File: config.mk
export PLATFORM = sky130hd
export DESIGN_NAME = quadencoderz_multi_flat
export DESIGN_NICKNAME = d
export VERILOG_FILES = /design/src/rtl/quadencoderz_multi_if.sv /design/src/rtl/quadencoderz_multi.sv /design/src/flat_wrapper.sv
export SDC_FILE = /design/constraint.sdc
export NUM_CORES = 1
export LEC_CHECK = 0
export CORE_UTILIZATION = 55
export DETAILED_ROUTE_END_ITERATION = 12
export PLACE_DENSITY = 0.89
export SLEW_MARGIN = 25
export SYNTH_ARGS = -nofsm -noshare
export SYNTH_HDL_FRONTEND = slang
export SYNTH_SLANG_ARGS = --single-unit
File: constraint.sdc
create_clock -name clk -period 4.8 [get_ports clk]
set_input_delay 0.96 -clock clk [delete_from_list [all_inputs] [get_ports clk]]
set_output_delay 0.96 -clock clk [all_outputs]
set_load 0.03 [all_outputs]
File: src/rtl/quadencoderz_multi_if.sv
// quadencoderz_multi_if: encoder pins, index handshake and counter status bundle
interface quadencoderz_multi_if #(
    parameter int WIDTH = 32,
    parameter int ERR_WIDTH = 8
);
    logic a, b, z, indexenable, indexout, index_seen;
    logic [WIDTH-1:0] position, index_position;
    logic [ERR_WIDTH-1:0] err_count;
    modport master (
        output a, b, z, indexenable,
        input indexout, position, index_position, index_seen, err_count
    );
    modport slave (
        input a, b, z, indexenable,
        output indexout, position, index_position, index_seen, err_count
    );
endinterface

File: src/rtl/quadencoderz_multi.sv
// quadencoderz_multi: filtered quadrature counter with armed index reset and illegal-edge counter
module quadencoderz_multi #(
    parameter int WIDTH = 32,
    parameter int QUAD_MODE = 2,
    parameter int FILTER_LEN = 3,
    parameter int Z_INVERT = 0,
    parameter int ERR_WIDTH = 8
) (
    input logic clk,
    input logic rst_n,
    quadencoderz_multi_if.slave bus
);
    typedef enum logic [1:0] {IDLE, ARMED, DONE} state_t;
    state_t state, state_nx;
    logic [2:0] s1, s2, filt, prev;
    logic [3:0] cnt [3];
    logic [1:0] chg;
    logic illegal, fwd, step, z_rise, fire;
    always_ff @(posedge clk) begin
        if (!rst_n) begin
            s1 <= '0;
            s2 <= '0;
            filt <= '0;
            prev <= '0;
            for (int k = 0; k < 3; k++) cnt[k] <= '0;
        end else begin
            s1 <= {bus.a, bus.b, bus.z ^ 1'(Z_INVERT)};
            s2 <= s1;
            prev <= filt;
            for (int k = 0; k < 3; k++) begin
                if (s2[k] == filt[k]) cnt[k] <= '0;
                else if (cnt[k] == 4'(FILTER_LEN - 1)) begin
                    filt[k] <= s2[k];
                    cnt[k] <= '0;
                end else cnt[k] <= cnt[k] + 4'd1;
            end
        end
    end
    // bit 2 = A, bit 1 = B; forward steps always leave new A != old B
    assign chg = filt[2:1] ^ prev[2:1];
    assign illegal = &chg;
    assign fwd = filt[2] ^ prev[1];
    assign step = !illegal && (QUAD_MODE == 2 ? |chg : QUAD_MODE == 1 ? chg[1] : chg[1] && filt[2]);
    assign z_rise = filt[0] && !prev[0];
    always_ff @(posedge clk) state <= !rst_n ? IDLE : state_nx;
    always_comb begin
        state_nx = state;
        case (state)
            IDLE: state_nx = bus.indexenable ? ARMED : IDLE;
            ARMED: state_nx = !bus.indexenable ? IDLE : z_rise ? DONE : ARMED;
            DONE: state_nx = bus.indexenable ? DONE : IDLE;
            default: state_nx = IDLE;
        endcase
        bus.indexout = state == ARMED;
        fire = state == ARMED && bus.indexenable && z_rise;
    end
    always_ff @(posedge clk) begin
        if (!rst_n) begin
            bus.position <= '0;
            bus.index_position <= '0;
            bus.err_count <= '0;
            bus.index_seen <= 1'b0;
        end else begin
            bus.index_seen <= fire;
            if (fire) begin
                bus.index_position <= bus.position;
                bus.position <= '0;
            end else if (step) bus.position <= bus.position + (fwd ? WIDTH'(1) : {WIDTH{1'b1}});
            if (illegal && !(&bus.err_count)) bus.err_count <= bus.err_count + ERR_WIDTH'(1);
        end
    end
endmodule

File: src/flat_wrapper.sv
// flat-port wrapper written by rule: the top's interface ports become plain ports
module quadencoderz_multi_flat 
#(
    parameter int WIDTH = 32,
    parameter int QUAD_MODE = 2,
    parameter int FILTER_LEN = 3,
    parameter int Z_INVERT = 0,
    parameter int ERR_WIDTH = 8
)
  (clk, rst_n, bus_a, bus_b, bus_z, bus_indexenable, bus_indexout, bus_position, bus_index_position, bus_index_seen, bus_err_count);
  quadencoderz_multi_if #(.WIDTH(WIDTH), .ERR_WIDTH(ERR_WIDTH)) bus_i ();
  input logic clk;
  input logic rst_n;
  input wire logic [$bits(bus_i.a)-1:0] bus_a;
  input wire logic [$bits(bus_i.b)-1:0] bus_b;
  input wire logic [$bits(bus_i.z)-1:0] bus_z;
  input wire logic [$bits(bus_i.indexenable)-1:0] bus_indexenable;
  output wire logic [$bits(bus_i.indexout)-1:0] bus_indexout;
  output wire logic [$bits(bus_i.position)-1:0] bus_position;
  output wire logic [$bits(bus_i.index_position)-1:0] bus_index_position;
  output wire logic [$bits(bus_i.index_seen)-1:0] bus_index_seen;
  output wire logic [$bits(bus_i.err_count)-1:0] bus_err_count;
  assign bus_i.a = bus_a;
  assign bus_i.b = bus_b;
  assign bus_i.z = bus_z;
  assign bus_i.indexenable = bus_indexenable;
  assign bus_indexout = bus_i.indexout;
  assign bus_position = bus_i.position;
  assign bus_index_position = bus_i.index_position;
  assign bus_index_seen = bus_i.index_seen;
  assign bus_err_count = bus_i.err_count;
  quadencoderz_multi #(.WIDTH(WIDTH), .QUAD_MODE(QUAD_MODE), .FILTER_LEN(FILTER_LEN), .Z_INVERT(Z_INVERT), .ERR_WIDTH(ERR_WIDTH)) u_core (.clk(clk), .rst_n(rst_n), .bus(bus_i));
endmodule
==> results of run 1 <==
[placed cells by master, fill, tap and decap left out, types with 4 or more instances in the layout]
cell type and instances:
a21o_1 5, a21oi_1 59, and2_1 12, and3_1 17, and4_1 7, buf_4 5
clkbuf_8 9, clkdlybuf4s50_1 79, conb_1 12, dfxtp_1 87, edfxtp_1 12, ha_1 10
inv_1 6, mux2_2 4, mux2i_1 16, nand2_1 119, nand2b_1 5, nand3_1 33
nand4_1 17, nor2_1 64, nor3_1 37, nor4_1 18, o211ai_1 8, o21a_1 4
o21ai_0 17, o31ai_1 4, or3_1 10, or4_1 18, xnor2_1 15, xor2_1 15
[worst max-delay path: cells and delay by family (launching register included)]
family | cells | cell delay [ps]
DFF | 1 | 530
adders and majority gates | 1 | 520
AOI/OAI and AO/OA | 2 | 750
muxes | 1 | 280
buffers and inverters | 2 | 270
and+or+nand+nor | 3 | 910
xor gates and xnor gates | 1 | 180
[final cells by class]
cell class | instances | area, um^2 | area share, %
Timing Repair Buffer | 84 | 828 | 12.5
Tap cell | 133 | 166 | 2.50
Clock inverter | 6 | 58.8 | 0.885
Inverter | 8 | 30.0 | 0.452
Clock buffer | 10 | 128 | 1.92
Sequential cell | 99 | 2100 | 31.6
Multi-Input combinational cell | 572 | 3330 | 50.1
[power groups by stage]
stage                     clock network, mW  logic [mW]  registers, mW
final                                 0.517       0.373          0.905
after global routing                  0.560       0.401          0.910
after CTS                             0.523       0.365          0.903
after global placement                    0       0.353          0.921
after floorplan                           0       0.274          0.914
after detailed placement                  0       0.361          0.922
[sequential cells by signal, summed over array words and instances, names as in the netlist, 2 cells and up]
signal / count
u_core.bus.err_count: 8
u_core.bus.index_position: 32
u_core.filt: 3
u_core.s1: 3
u_core.bus.position: 32
u_core.prev: 3
u_core.state: 2
u_core.s2: 3
u_core.cnt: 12
[stage by stage]
step	setup WS, ps	std cells	power [mW]
after detailed placement	1360	896	1.28
after floorplan	1130	739	1.19
after CTS	1330	912	1.79
final	1260	912	1.80
after global routing	1120	912	1.87
after global placement	1440	896	1.27
[cells by family after synthesis]
logic type,share of synthesized area [%]
simple gates,33.0
compound gates,14.2
flops,37.2
buf+inv,4.72
xor+xnor,4.94
mux,3.64
fa+ha+maj,2.22
other cells,0.0664
[final timing paths]
check	endpoint	slack, ps	start	cells after the start
worst max register to register	u_core.bus.position[20]$_SDFFE_PP0P_	1260	u_core.filt[2]$_SDFFE_PN0P_	10
worst min register to register	u_core.s2[1]$_SDFF_PN0_	450	u_core.s1[1]$_SDFF_PN0_	1
worst min-delay path	u_core.s2[1]$_SDFF_PN0_	450	u_core.s1[1]$_SDFF_PN0_	1
worst max-delay path	u_core.bus.position[20]$_SDFFE_PP0P_	1260	u_core.filt[2]$_SDFFE_PN0P_	10
[synth_stat cells, drive strengths merged (10+ instances only)]
cell type	n	share of area, %
a21oi	59	5.2
and2	13	1.4
and3	17	1.9
clkbuf	52	3.5
dfxtp	87	31
edfxtp	12	6.4
ha	10	2.2
mux2i	16	2.8
nand2	120	8.0
nand3	33	2.9
nand4	17	1.9
nor2	64	4.3
nor3	38	3.5
nor4	19	2.2
o21ai	17	1.5
or3	10	1.1
or4	18	2.4
xnor2	15	2.3
xor2	16	2.6
[metal layers]
metal	up-vias	part of all wire (%)	track usage, %
met5	-	0	0
met4	0	1.9	11.3
met3	29	7.7	6.05
met2	278	49	49.5
met1	2706	42	38.1
li1	2679	-	-
==> flow_summary_export.csv, run 1 <==
group,metric,value,unit
outcome,status,"finished clean",
setup_path,cp.arrival,3840,ps
detailed_routing,wire_per_inst,16.9,um
clock_tree,numCtsBuffers,9,
global_route,track_usage,29.7,%
detailed_routing,drt-total-wl,15.4,mm
synth,yosys_most_used_dff,"dfxtp_1",
clock_tree,clk-insertion-delay-late,380,ps
clock_tree,cts_max_level,3,
clock_tree,cts_root_buf,"clkbuf_8",
timing,final-hold-violation-count,0,
detailed_routing,drt-pass1-iter-count,5,
synth,yosys_warnings,0,
detailed_routing,drtIter0Drc,510,
layout,fin_util,67.4,%
synth,syn_inst,728,
min_path,min_path_type,"register to register",
clock_tree,ctsResizeCount,0,
floorplan,boundaryPins,80,
synth,avgSynthCellArea,7.75,um^2
synth,synth.distinct_cells,62,
timing,setup_viol,0,
synth,ys_ff_latch,99,
placement,io_buffers,79,
detailed_routing,drc,0,
detailed_routing,viasPerCell,6.24,
floorplan,die_h,103,um
placement,place_area,6460,um^2
setup_path,path_cells,"xor2_4, inv_2, buf_4, ha_1, or4b_2, mux2_2, a211o_1, a2111oi_4, nor3_1, nor3_2",
timing,post-route-period-util,73.7,%
power_and_ir_drop,leakage,2.47,nW
layout,diodes,0,
clock_tree,cts_setup_buffers,0,
timing,tightestPinTransition,780,ps
floorplan,rows,36,
setup_path,crit_path_end_kind,"register",
global_route,grt_max_degree,51,
power_and_ir_drop,irDropWorstVdd,0.000209,V
placement,dp_hpwl,10.4,mm
clock_tree,clock_sinks,99,
layout,finalNetCount,790,
floorplan,start_util,57.2,%
timing,finClkSkew,15.6,ps
detailed_routing,vias,5692,
timing,fin_hold_ws,449,ps
setup_path,crit_type,"register to register",
timing,slew_viol_final,0,
layout,drive_above_1_share,5.26,%
synth,syn_area,5640,um^2
synth,synth_edf_count,12,
setup_path,cp-start-kind,"register",
timing,period_minus_slack,3540,ps
global_route,grt_first_pass_wirelength,24.5,mm
clock_tree,clk_pin_slew,100,ps
power_and_ir_drop,switching_share,32.9,%
floorplan,coreArea,9860,um^2
floorplan,dieArea,10700,um^2
synth,synthArstFlopShare,0,%
clock_tree,clk_path_buf_depth,2,
power_and_ir_drop,p_per_area,270,nW/um^2
power_and_ir_drop,clockPowerShare,28.8,%
power_and_ir_drop,internal-power,1.21,mW
power_and_ir_drop,power_frac_seq,50.4,%
layout,finalInstanceArea,6650,um^2
global_route,antenna_found_initial,0,
timing,rsz0062_at_grt,"no",
detailed_routing,ant_nets,0,
job,cap_violations,0,
power_and_ir_drop,combinationalPowerShare,20.8,%
timing,max_freq,283,MHz
setup_path,cp_slowest_cell,"or4b_2",
clock_tree,cts_tree,"done",
layout,synthToLayoutAreaGrowth,17.7,%
global_route,grt_pass1_vias,5010,
clock_tree,cts_hold_buf,0,
setup_path,critPathMaxFanout,32,
synth,synth_sequential_area_ratio,37.2,%
setup_path,cp_data_required_time,5100,ps
placement,gp_congestion,0.978,
layout,fillCellCount,775,
setup_path,slowest_delay,640,ps
floorplan,fp.dieW,103,um
power_and_ir_drop,p_switching,0.590,mW
global_route,grt.overflow.total,0,
timing,finalSetupTns,0,ps
timing,slew_headroom,47.3,%
Power figures use the tool's default switching activity.
==> inputs of run 2 (changes only) <==
==> constraint.sdc (replaced) <==
create_clock -name clk -period 3.5 [get_ports clk]
set_input_delay 0.7 -clock clk [delete_from_list [all_inputs] [get_ports clk]]
set_output_delay 0.7 -clock clk [all_outputs]
set_load 0.03 [all_outputs]
==> flow_summary_export.csv, run 2 (same netlist as run 1, synthesis figures left out) <==
group,metric,value,unit
placement,post-place-ws,573,ps
detailed_routing,drtIter0Drc,494,
placement,place_inst,907,
timing,post-route-period-util,84.2,%
placement,io_buffers,79,
clock_tree,numCtsBuffers,9,
timing,layout_setup_ws,553,ps
global_route,grt_max_degree,45,
setup_path,crit_path_end_kind,"register",
job,cap_violations,0,
timing,final-hold-violation-count,0,
detailed_routing,vias,5654,
floorplan,dieArea,10700,um^2
clock_tree,clk_path_buf_depth,2,
floorplan,rows,36,
layout,most-common-layout-cells,"nand2_1 (120), dfxtp_1 (85), clkdlybuf4s50_1 (79)",
timing,fin_hold_ws,451,ps
setup_path,path_depth,9,
setup_path,slowest_delay,610,ps
setup_path,path_delay_family,"compound AO/OA/AOI/OAI gates",
detailed_routing,drt-total-wl,15.2,mm
floorplan,fp.dieW,103,um
clock_tree,clk_pin_slew,100,ps
global_route,grt.overflow.total,0,
setup_path,cp_slowest_cell,"or4b_2",
clock_tree,ctsResizeCount,0,
outcome,status,"finished clean",
timing,finClkSkew,8.16,ps
layout,final_common_cell,"nand2_1",
timing,finalSetupTns,0,ps
layout,diodes,0,
timing,tightestPinTransition,870,ps
detailed_routing,ant_nets,0,
setup_path,r2r_cells,9,
setup_path,path_cells,"xor2_4, inv_2, ha_1, or4b_2, mux2_2, a211o_1, a2111oi_4, o21a_1, nor3_2",
layout,finalInstanceArea,6760,um^2
layout,finalNonFillerCells,923,
min_path,min_path_type,"register to register",
power_and_ir_drop,leakage,2.54,nW
setup_path,worst-path-buf-inv,1,
placement,gp_congestion,0.962,
global_route,track_usage,29.5,%
timing,period_minus_slack,2950,ps
floorplan,die_h,103,um
layout,drive_above_1_share,6.84,%
layout,fillCellCount,767,
clock_tree,cts_max_level,3,
timing,rsz0062_at_grt,"no",
floorplan,boundaryPins,80,
timing,slew_viol_final,0,
layout,top_regs,"u_core.bus.index_position: 32 flops, u_core.bus.position: 32 flops, u_core.cnt: 12 flops",
clock_tree,clock_sinks,99,
layout,finalNetCount,801,
detailed_routing,viasPerCell,6.13,
setup_path,cp.arrival,3190,ps
placement,place_area,6540,um^2
setup_path,cp-start-kind,"register",
clock_tree,cts_tree,"done",
setup_path,cp_data_required_time,3740,ps
clock_tree,cts_hold_buf,0,
timing,max_freq,339,MHz
clock_tree,cts_setup_buffers,0,
timing,slew_headroom,42.0,%
clock_tree,clk-insertion-delay-late,380,ps
min_path,whs_path_depth,1,
global_route,antenna_found_initial,0,
detailed_routing,drc,0,
placement,dp_hpwl,10.5,mm
layout,fin_util,68.5,%
clock_tree,cts_root_buf,"clkbuf_8",
global_route,grt_pass1_vias,5237,
power_and_ir_drop,p_per_area,377,nW/um^2
setup_path,critPathMaxFanout,5,
power_and_ir_drop,irDropWorstVdd,0.000259,V
power_and_ir_drop,power,2.55,mW
timing,setup_viol,0,
layout,synthToLayoutAreaGrowth,19.7,%
floorplan,start_util,57.2,%
setup_path,crit_type,"register to register",
floorplan,coreArea,9860,um^2
detailed_routing,wire_per_inst,16.5,um
global_route,grt_first_pass_wirelength,24.5,mm
detailed_routing,drt-pass1-iter-count,6,
==> run 2: cell count changes in the layout (fill, tap and decap cells not counted), sizes merged <==
cell / previous run / this run
inv: 10 / 11
clkbuf: 10 / 12
buf: 5 / 16
clkinv: 3 / 0
==> run 2: metal layers <==
layer / vias to the layer above / global-route usage (%) / wire [um]
li1: 2706 / - / -
met1: 2612 / 38.3 / 6450
met2: 290 / 46.9 / 7190
met3: 46 / 6.32 / 1160
met4: 0 / 14.3 / 429
met5: - / 0 / 0
==> run 2: cell type report <==
type	instances	area, um^2	share of cell area, %
Multi-Input combinational cell	572	3330	49.3
Sequential cell	99	2100	31.2
Timing Repair Buffer	95	911	13.5
Clock buffer	12	176	2.61
Tap cell	133	166	2.46
Clock inverter	4	36.3	0.537
Inverter	8	30.0	0.445
==> run 2: path summary, 6_finish.rpt <==
check                                    from                                    to  slack, ps
setup / recovery  u_core.filt[2]$_SDFFE_PN0P_  u_core.bus.position[20]$_SDFFE_PP0P_        550
hold / removal        u_core.s1[0]$_SDFF_PN0_               u_core.s2[0]$_SDFF_PN0_        450
setup reg to reg  u_core.filt[2]$_SDFFE_PN0P_  u_core.bus.position[20]$_SDFFE_PP0P_        550
hold reg to reg       u_core.s1[0]$_SDFF_PN0_               u_core.s2[0]$_SDFF_PN0_        450
==> run 2: worst register-to-register path, delay by kind of cell (launching register included) <==
family                   cells  cell delay, ps
adder cells (fa/ha/maj)      1             290
XOR/XNOR                     1             210
AO/OA/AOI/OAI                3             880
multiplexers                 1             280
buffers and inverters        1              60
flip-flops                   1             440
AND/OR/NAND/NOR              2             650
==> run 2: power breakdown <==
group | internal (mW) | switching, mW
Combinational | 0.210 | 0.312
Clock | 0.352 | 0.436
Sequential | 1.18 | 0.0625
Total | 1.74 | 0.811
